==> config.mk <==
export PLATFORM = sky130hd
export DESIGN_NAME = fpalu_multiplier_pipelined
export DESIGN_NICKNAME = d
export VERILOG_FILES = /design/src/rtl/fpalu_multiplier_pipelined.sv
export SDC_FILE = /design/constraint.sdc
export NUM_CORES = 2
export LEC_CHECK = 0
export CAP_MARGIN = 20
export CORE_MARGIN = 2
export CORE_UTILIZATION = 45
export CTS_BUF_LIST = sky130_fd_sc_hd__clkbuf_16
export CTS_CLUSTER_DIAMETER = 60
export DETAILED_ROUTE_END_ITERATION = 7
export GPL_TIMING_DRIVEN = 0
export PLACE_DENSITY = 0.72
export SETUP_SLACK_MARGIN = 0.15
export SYNTH_ARGS = -nofsm -noshare
export SYNTH_HDL_FRONTEND = slang
export SYNTH_SLANG_ARGS = --single-unit
==> constraint.sdc <==
create_clock -name clk -period 6.2 [get_ports clk]
set_clock_uncertainty 0.05 [all_clocks]
set_input_delay 1.55 -clock clk [delete_from_list [all_inputs] [get_ports clk]]
set_output_delay 1.55 -clock clk [all_outputs]
set_load 0.01 [all_outputs]
==> src/rtl/fpalu_multiplier_pipelined.sv <==
// Purpose : 3-stage pipelined floating-point multiplier (flush-to-zero, canonical qNaN).
// Latency : result appears at out_valid 3 cycles after an in_valid && in_ready transfer.
// Backpress: whole pipe advances only when the output slot is empty or drained (in_ready = advance).
//
// Ports   : clk, rst_n (sync, active-low); in_valid/in_ready/a/b operand side;
//           out_valid/out_ready/product/flags result side, flags = {invalid, overflow, underflow}.
// Config  : define FPALU_MUL_ROUND_NEAREST_EN for round-to-nearest-even; default truncates toward zero.
module fpalu_multiplier_pipelined #(
   parameter int EXP_W = 8,
   parameter int MAN_W = 23
) (
   input  logic                   clk,
   input  logic                   rst_n,
   input  logic                   in_valid,
   output logic                   in_ready,
   input  logic [EXP_W+MAN_W:0]   a,
   input  logic [EXP_W+MAN_W:0]   b,
   output logic                   out_valid,
   input  logic                   out_ready,
   output logic [EXP_W+MAN_W:0]   product,
   output logic [2:0]             flags
);

   localparam int W  = 1 + EXP_W + MAN_W;
   localparam int MW = MAN_W + 1;          // significand including hidden one
   localparam int PW = 2 * MW;             // full significand product
   localparam int EW = EXP_W + 2;          // signed exponent with headroom for sum and carries

   localparam logic signed [EW-1:0] BIAS   = EW'((1 << (EXP_W - 1)) - 1);
   localparam logic signed [EW-1:0] EMAX   = EW'((1 << EXP_W) - 1);
   localparam logic signed [EW-1:0] E_ONE  = EW'(1);
   localparam logic signed [EW-1:0] E_ZERO = EW'(0);

`ifdef FPALU_MUL_ROUND_NEAREST_EN
   localparam bit RNE = 1'b1;
`else
   localparam bit RNE = 1'b0;
`endif

   typedef enum logic [1:0] {K_NUM, K_ZERO, K_INF, K_NAN} kind_t;

   logic advance;
   assign advance  = !out_valid || out_ready;
   assign in_ready = advance;

   // ---------------- S1: unpack, sign, exponent sum, classify ----------------
   logic               sa, sb;
   logic [EXP_W-1:0]   ea, eb;
   logic [MAN_W-1:0]   fa, fb;
   assign {sa, ea, fa} = a;
   assign {sb, eb, fb} = b;

   logic a_max, b_max, a_zero, b_zero, a_nan, b_nan, a_inf, b_inf;
   assign a_max  = &ea;
   assign b_max  = &eb;
   assign a_zero = ~|ea;                   // subnormals flush to zero
   assign b_zero = ~|eb;
   assign a_nan  = a_max && (|fa);
   assign b_nan  = b_max && (|fb);
   assign a_inf  = a_max && !(|fa);
   assign b_inf  = b_max && !(|fb);

   kind_t                 k1;
   logic                  inv1;
   logic signed [EW-1:0]  esum1;

   always_comb begin
      k1   = K_NUM;
      inv1 = 1'b0;
      if (a_nan || b_nan) begin
         k1 = K_NAN;
      end else if ((a_inf && b_zero) || (b_inf && a_zero)) begin
         k1   = K_NAN;
         inv1 = 1'b1;
      end else if (a_inf || b_inf) begin
         k1 = K_INF;
      end else if (a_zero || b_zero) begin
         k1 = K_ZERO;
      end
   end

   assign esum1 = $signed({2'b00, ea}) + $signed({2'b00, eb}) - BIAS;

   logic                 s1_vld, s1_sign, s1_inv;
   logic signed [EW-1:0] s1_exp;
   logic [MW-1:0]        s1_ma, s1_mb;
   kind_t                s1_kind;

   // ---------------- S2: significand multiply ----------------
   logic                 s2_vld, s2_sign, s2_inv;
   logic signed [EW-1:0] s2_exp;
   logic [PW-1:0]        s2_prod;
   kind_t                s2_kind;

   // ---------------- S3: normalise, round, pack, flags ----------------
   logic [PW-1:0]        p_al;
   logic [MW-1:0]        m_norm;
   logic                 g, r, st, up;
   logic [MW:0]          m_rnd;
   logic [MAN_W-1:0]     frac;
   logic signed [EW-1:0] e_n, e_r;
   logic [W-1:0]         prod_d;
   logic [2:0]           flg_d;

   always_comb begin
      // Product of two [1,2) significands lies in [1,4): at most one bit of normalisation.
      p_al   = s2_prod[PW-1] ? s2_prod : (s2_prod << 1);
      e_n    = s2_prod[PW-1] ? (s2_exp + E_ONE) : s2_exp;
      m_norm = p_al[PW-1 -: MW];
      g      = p_al[PW-MW-1];
      r      = p_al[PW-MW-2];
      st     = |p_al[PW-MW-3:0];
      up     = RNE && g && (r || st || m_norm[0]);
      m_rnd  = {1'b0, m_norm} + {{MW{1'b0}}, up};
      // Rounding carry (1.11..1 + ulp) lands exactly on a power of two.
      if (m_rnd[MW]) begin
         frac = m_rnd[MAN_W:1];
         e_r  = e_n + E_ONE;
      end else begin
         frac = m_rnd[MAN_W-1:0];
         e_r  = e_n;
      end

      prod_d = '0;
      flg_d  = 3'b000;
      case (s2_kind)
         K_NAN: begin
            prod_d = {1'b0, {EXP_W{1'b1}}, 1'b1, {(MAN_W-1){1'b0}}};
            flg_d  = {s2_inv, 2'b00};
         end
         K_INF:  prod_d = {s2_sign, {EXP_W{1'b1}}, {MAN_W{1'b0}}};
         K_ZERO: prod_d = {s2_sign, {(W-1){1'b0}}};
         default: begin
            if (e_r >= EMAX) begin
               prod_d = {s2_sign, {EXP_W{1'b1}}, {MAN_W{1'b0}}};
               flg_d  = 3'b010;
            end else if (e_r <= E_ZERO) begin
               prod_d = {s2_sign, {(W-1){1'b0}}};
               flg_d  = 3'b001;
            end else begin
               prod_d = {s2_sign, e_r[EXP_W-1:0], frac};
            end
         end
      endcase
   end

   // ---------------- pipeline registers ----------------
   always_ff @(posedge clk) begin
      if (!rst_n) begin
         s1_vld    <= 1'b0;
         s1_sign   <= 1'b0;
         s1_inv    <= 1'b0;
         s1_exp    <= '0;
         s1_ma     <= '0;
         s1_mb     <= '0;
         s1_kind   <= K_NUM;
         s2_vld    <= 1'b0;
         s2_sign   <= 1'b0;
         s2_inv    <= 1'b0;
         s2_exp    <= '0;
         s2_prod   <= '0;
         s2_kind   <= K_NUM;
         out_valid <= 1'b0;
         product   <= '0;
         flags     <= '0;
      end else if (advance) begin
         s1_vld    <= in_valid;
         s1_sign   <= sa ^ sb;
         s1_inv    <= inv1;
         s1_exp    <= esum1;
         s1_ma     <= {1'b1, fa};
         s1_mb     <= {1'b1, fb};
         s1_kind   <= k1;

         s2_vld    <= s1_vld;
         s2_sign   <= s1_sign;
         s2_inv    <= s1_inv;
         s2_exp    <= s1_exp;
         s2_prod   <= PW'(s1_ma) * PW'(s1_mb);
         s2_kind   <= s1_kind;

         out_valid <= s2_vld;
         if (s2_vld) begin
            product <= prod_d;
            flags   <= flg_d;
         end
      end
   end

endmodule

==> flow_summary.rst <==
.. list-table::
   :header-rows: 1

   * - Metric
     - Value
   * - Number of buffers added by the clock tree synthesis step
     - 17
   * - Reg2Reg Launch Point
     - s1_ma[0]
   * - Async S/R FF share, synth
     - 0
   * - Power Internal
     - 3990 µW
   * - Most common cell after layout, fill and taps aside
     - inv_1
   * - Residual DRC count
     - 0
   * - Violations in the final reports
     - setup timing
   * - Maximum number of pins on one net before global-route repair
     - 17
   * - Synthesis-stage register bit count
     - 138
   * - DIE HEIGHT
     - 235 µm
   * - Final setup violating endpoints
     - 25
   * - Setup slack after layout
     - -695 ps
   * - Switch Pwr
     - 3740 µW
   * - Residual overflow from global routing
     - 0
   * - Capture endpoint of the worst hold path
     - s1_exp[6]
   * - Main area contributors after synthesis
     - fa_1, dfxtp_1, ha_1
   * - Antenna violations before repair
     - 4
   * - Final wirelength
     - 80,100 µm
   * - Kind of critical path
     - reg -> reg
   * - Post-route ant nets
     - 0
   * - TritonCTS sink count
     - 138
   * - Path type of the worst min-delay path
     - reg -> reg
   * - Layout overhead on the synthesized area
     - 23.6%
   * - Layout Utilization
     - 0.564
   * - Switching fraction of total power
     - 0.484
   * - Multi-input gate area
     - 0.0194 mm²
   * - Synth unique cells
     - 67
   * - Total number of vias
     - 20,262
   * - Core area
     - 0.0528 mm²
   * - Master of the slowest instance on the critical path
     - fa_2
   * - Clock root cell
     - clkbuf_16
   * - Chain of cells forming the critical path
     - clkbuf_8 -> nand2_1 -> fa_1 -> fa_2 -> inv_2 -> fa_2 -> fa_2 -> fa_2 -> fa_1 -> fa_2 -> ha_4 -> and4_4 -> buf_4 -> nand2_4 -> o32a_1 -> o211a_4 -> a21oi_4 -> buf_4 -> or2_2 -> a31oi_2 -> xor2_1 -> o21ai_0
   * - Power share of the clock group
     - 0.134
   * - Post-route clock period utilization
     - 1.11
   * - Fmax
     - 145 MHz
   * - Leakage power summed over all cells
     - 0.0141 µW
   * - Fraction of synthesized cell area taken by the top area cell type
     - 0.401
   * - Via-per-instance ratio
     - 5.46
   * - Count of filler cells inserted in the layout
     - 4,505
   * - Signal arrival time at the worst endpoint
     - 7130 ps
   * - Element type at the critical path end
     - flop
   * - Most used DFF post-synth
     - dfxtp_1
   * - Max Buffers Root-to-Sink
     - 2
   * - Post-Synthesis Mean Instance Area
     - 8.66 µm²
   * - Number of hold buffers added after cts
     - 0
   * - Drt wl/cell
     - 21.6 µm
   * - Unrepaired setup endpoints after global routing
     - yes
   * - Sequential element share of the synthesized area
     - 0.115
   * - Horizontal die dimension
     - 235 µm
   * - Total negative slack for setup checks
     - -12,380 ps
   * - Hold path startpoint
     - s1_exp[6]
   * - Worst Setup Start Kind
     - flop
   * - Dominant cell type by area after synthesis
     - fa_1
   * - HPWL after DPL
     - 60,400 µm
   * - Number of input and output port buffers inserted
     - 104
   * - Most used cells in the layout excluding fill and tap cells
     - inv_1, nand2_1, fa_1, and2_1, ha_1
   * - Detailed Route Iter0 Violations
     - 1,776
   * - Syn Inst Count
     - 2,778
   * - Power per standard cell area
     - 260 mW/mm²
   * - Clock insertion delay at the later pin of the skew report
     - 430 ps
   * - Status
     - finished with violations
   * - Worst reg2reg setup slack
     - -690 ps
   * - Peak supply drop
     - 304 µV
   * - Buffers and inverters on the worst path
     - 4
   * - Netlist area before placement
     - 0.0241 mm²
   * - # Max-Cap Violations
     - 0
   * - IO Pins
     - 105
   * - Number of synthesized flops with an enable pin
     - 0
   * - Count of synthesis-stage warnings from yosys
     - 0
   * - Global-route wire length before repair
     - 124,000 µm
   * - Critical Path RT
     - 6440 ps
   * - Row count
     - 84
   * - Maximum fanout encountered on the critical timing path
     - 10
   * - Slew Viols, Final
     - 0
   * - Share of cells above drive strength 1
     - 0.147
   * - Tightest slew margin relative to the limit
     - 0.488
   * - CP dominant cell by count
     - fa_2
   * - DR pass1 iterations
     - 6
   * - Fin Hold WS
     - 405 ps
   * - Comb pwr share
     - 0.723
   * - # H-tree levels
     - 4
   * - Total nets after synthesis
     - 3,514
   * - Number of nets in the final layout
     - 3,742
   * - Die Area
     - 0.0553 mm²
   * - Sequential fraction of design power
     - 0.143
   * - Worst reg2reg path depth
     - 22
   * - Flip-flop and latch area
     - 0.00291 mm²
   * - Worst Hold Path Cells
     - 2
   * - GR Util All Layers
     - 0.295
   * - Clock tree from TritonCTS
     - yes
   * - Vias in the first global route
     - 21,567
   * - Final hold vios
     - 0
   * - Initial cell density of the core
     - 0.456
   * - FF-to-FF End
     - s2_prod[42]
   * - Slowest cell delay on critical path
     - 600 ps
   * - Clock transition at the registers of the reported paths
     - 70 ps
   * - Worst Max-Slew Pin Slew
     - 768 ps
   * - Gpl congestion
     - 1.01
   * - Minimum clock period
     - 6890 ps
   * - Family of cells with the greatest summed delay on the critical path
     - adder cells
## repair_timing
item,in CTS,in global routing
pin swaps,84,51
buffers inserted,92,11
cloned,1,1
gates resized for setup,349,62
setup endpoints to repair,25,25
## worst reg2reg max path: cells and delay by family, from the launching register on
family          cells  cell delay (ps)
compound gates      5              810
simple gates        4              690
buf+inv             4              620
flops               1              470
xor+xnor            1              190
fa+ha+maj           8             3900
## stage by stage
step	setup slack [ps]	instances	area [µm²]	total power [µW]
finish	-695	3710	29700	7730
global route	-844	3707	29700	8250
CTS	-606	3695	29500	7380
detailed placement	-1490	3570	26600	5480
global placement	-1360	3570	26600	5460
floorplan	-88.0	2778	24700	4150
## cell type report
cell class	count	share of cell area
sequential	138	0.0979
antenna	3	0.000252
timing repair buffer	209	0.0650
tap	688	0.0289
inverter	557	0.0703
clock inverter	15	0.00530
buffer	152	0.0661
multi-input combinational	1931	0.652
clock buffer	17	0.0143
## registers in the layout, summed over array words and instances (netlist names), 2 cells and up
name and cells:
flags 3, s2_exp 10, s1_ma 24, s1_mb 23
s2_prod 25, product 32, s1_exp 10, s1_kind 2
s2_kind 2
## power by group through the flow
stage	clock (µW)	sequential (µW)	combinational, µW
2_1_floorplan	0	1080	3070
3_3_place_gp	0	1120	4340
3_5_place_dp	0	1120	4360
4_1_cts	1030	1100	5250
5_1_grt	1070	1110	6070
6_report	1040	1110	5590
## worst max path at each step
| stage | from | endpoint | cells after the start |
|---|---|---|---|
| 2_1_floorplan | s1_mb[15] | s2_prod[47] | 23 |
| 3_3_place_gp | s1_ma[9] | s2_prod[37] | 25 |
| 3_5_place_dp | s1_ma[9] | s2_prod[37] | 25 |
| 4_1_cts | s1_ma[5] | s2_prod[44] | 21 |
| 5_1_grt | s1_ma[5] | s2_prod[42] | 22 |
| 6_report | s1_ma[0] | s2_prod[42] | 22 |
## Yosys cell counts, types with 3 or more instances
cell type,number
a211oi_1,8
a21o_1,16
a21oi_1,117
a31oi_1,5
and2_1,277
and3_1,3
and4_1,3
clkbuf_1,144
clkbuf_2,3
dfxtp_1,138
fa_1,482
ha_1,186
inv_1,556
mux2i_1,28
nand2_1,515
nand2b_1,6
nand3_1,19
nand4_1,20
nand4b_1,4
nor2_1,54
nor2b_1,5
nor3_1,7
nor4_1,16
o21a_1,4
o21ai_0,56
o21bai_1,8
o221a_2,8
o31ai_1,3
o41ai_1,3
or2_2,3
xnor2_1,24
xor2_1,12
## metal layers
| metal | part of all wire | track usage | up-vias |
|---|---|---|---|
| met2 | 0.47 | 0.489 | 1036 |
| met5 | 0.00031 | 0 | - |
| met3 | 0.10 | 0.0647 | 292 |
| li1 | - | - | 8825 |
| met4 | 0.062 | 0.153 | 4 |
| met1 | 0.37 | 0.361 | 10105 |
## cell families (layout without fill, tap and decap cells)
| kind of cell | Yosys count | after routing | synth area share |
|---|---|---|---|
| AND/OR/NAND/NOR | 941 | 941 | 0.185 |
| buffers and inverters | 709 | 950 | 0.111 |
| adder cells (fa/ha/maj) | 668 | 668 | 0.498 |
| XOR/XNOR | 36 | 36 | 0.0131 |
| flip-flops | 138 | 138 | 0.115 |
| other | 0 | 3 | 0 |
| multiplexers | 28 | 28 | 0.0116 |
| AO/OA/AOI/OAI | 258 | 258 | 0.0664 |
No activity file was read; power rests on OpenSTA's default activity.
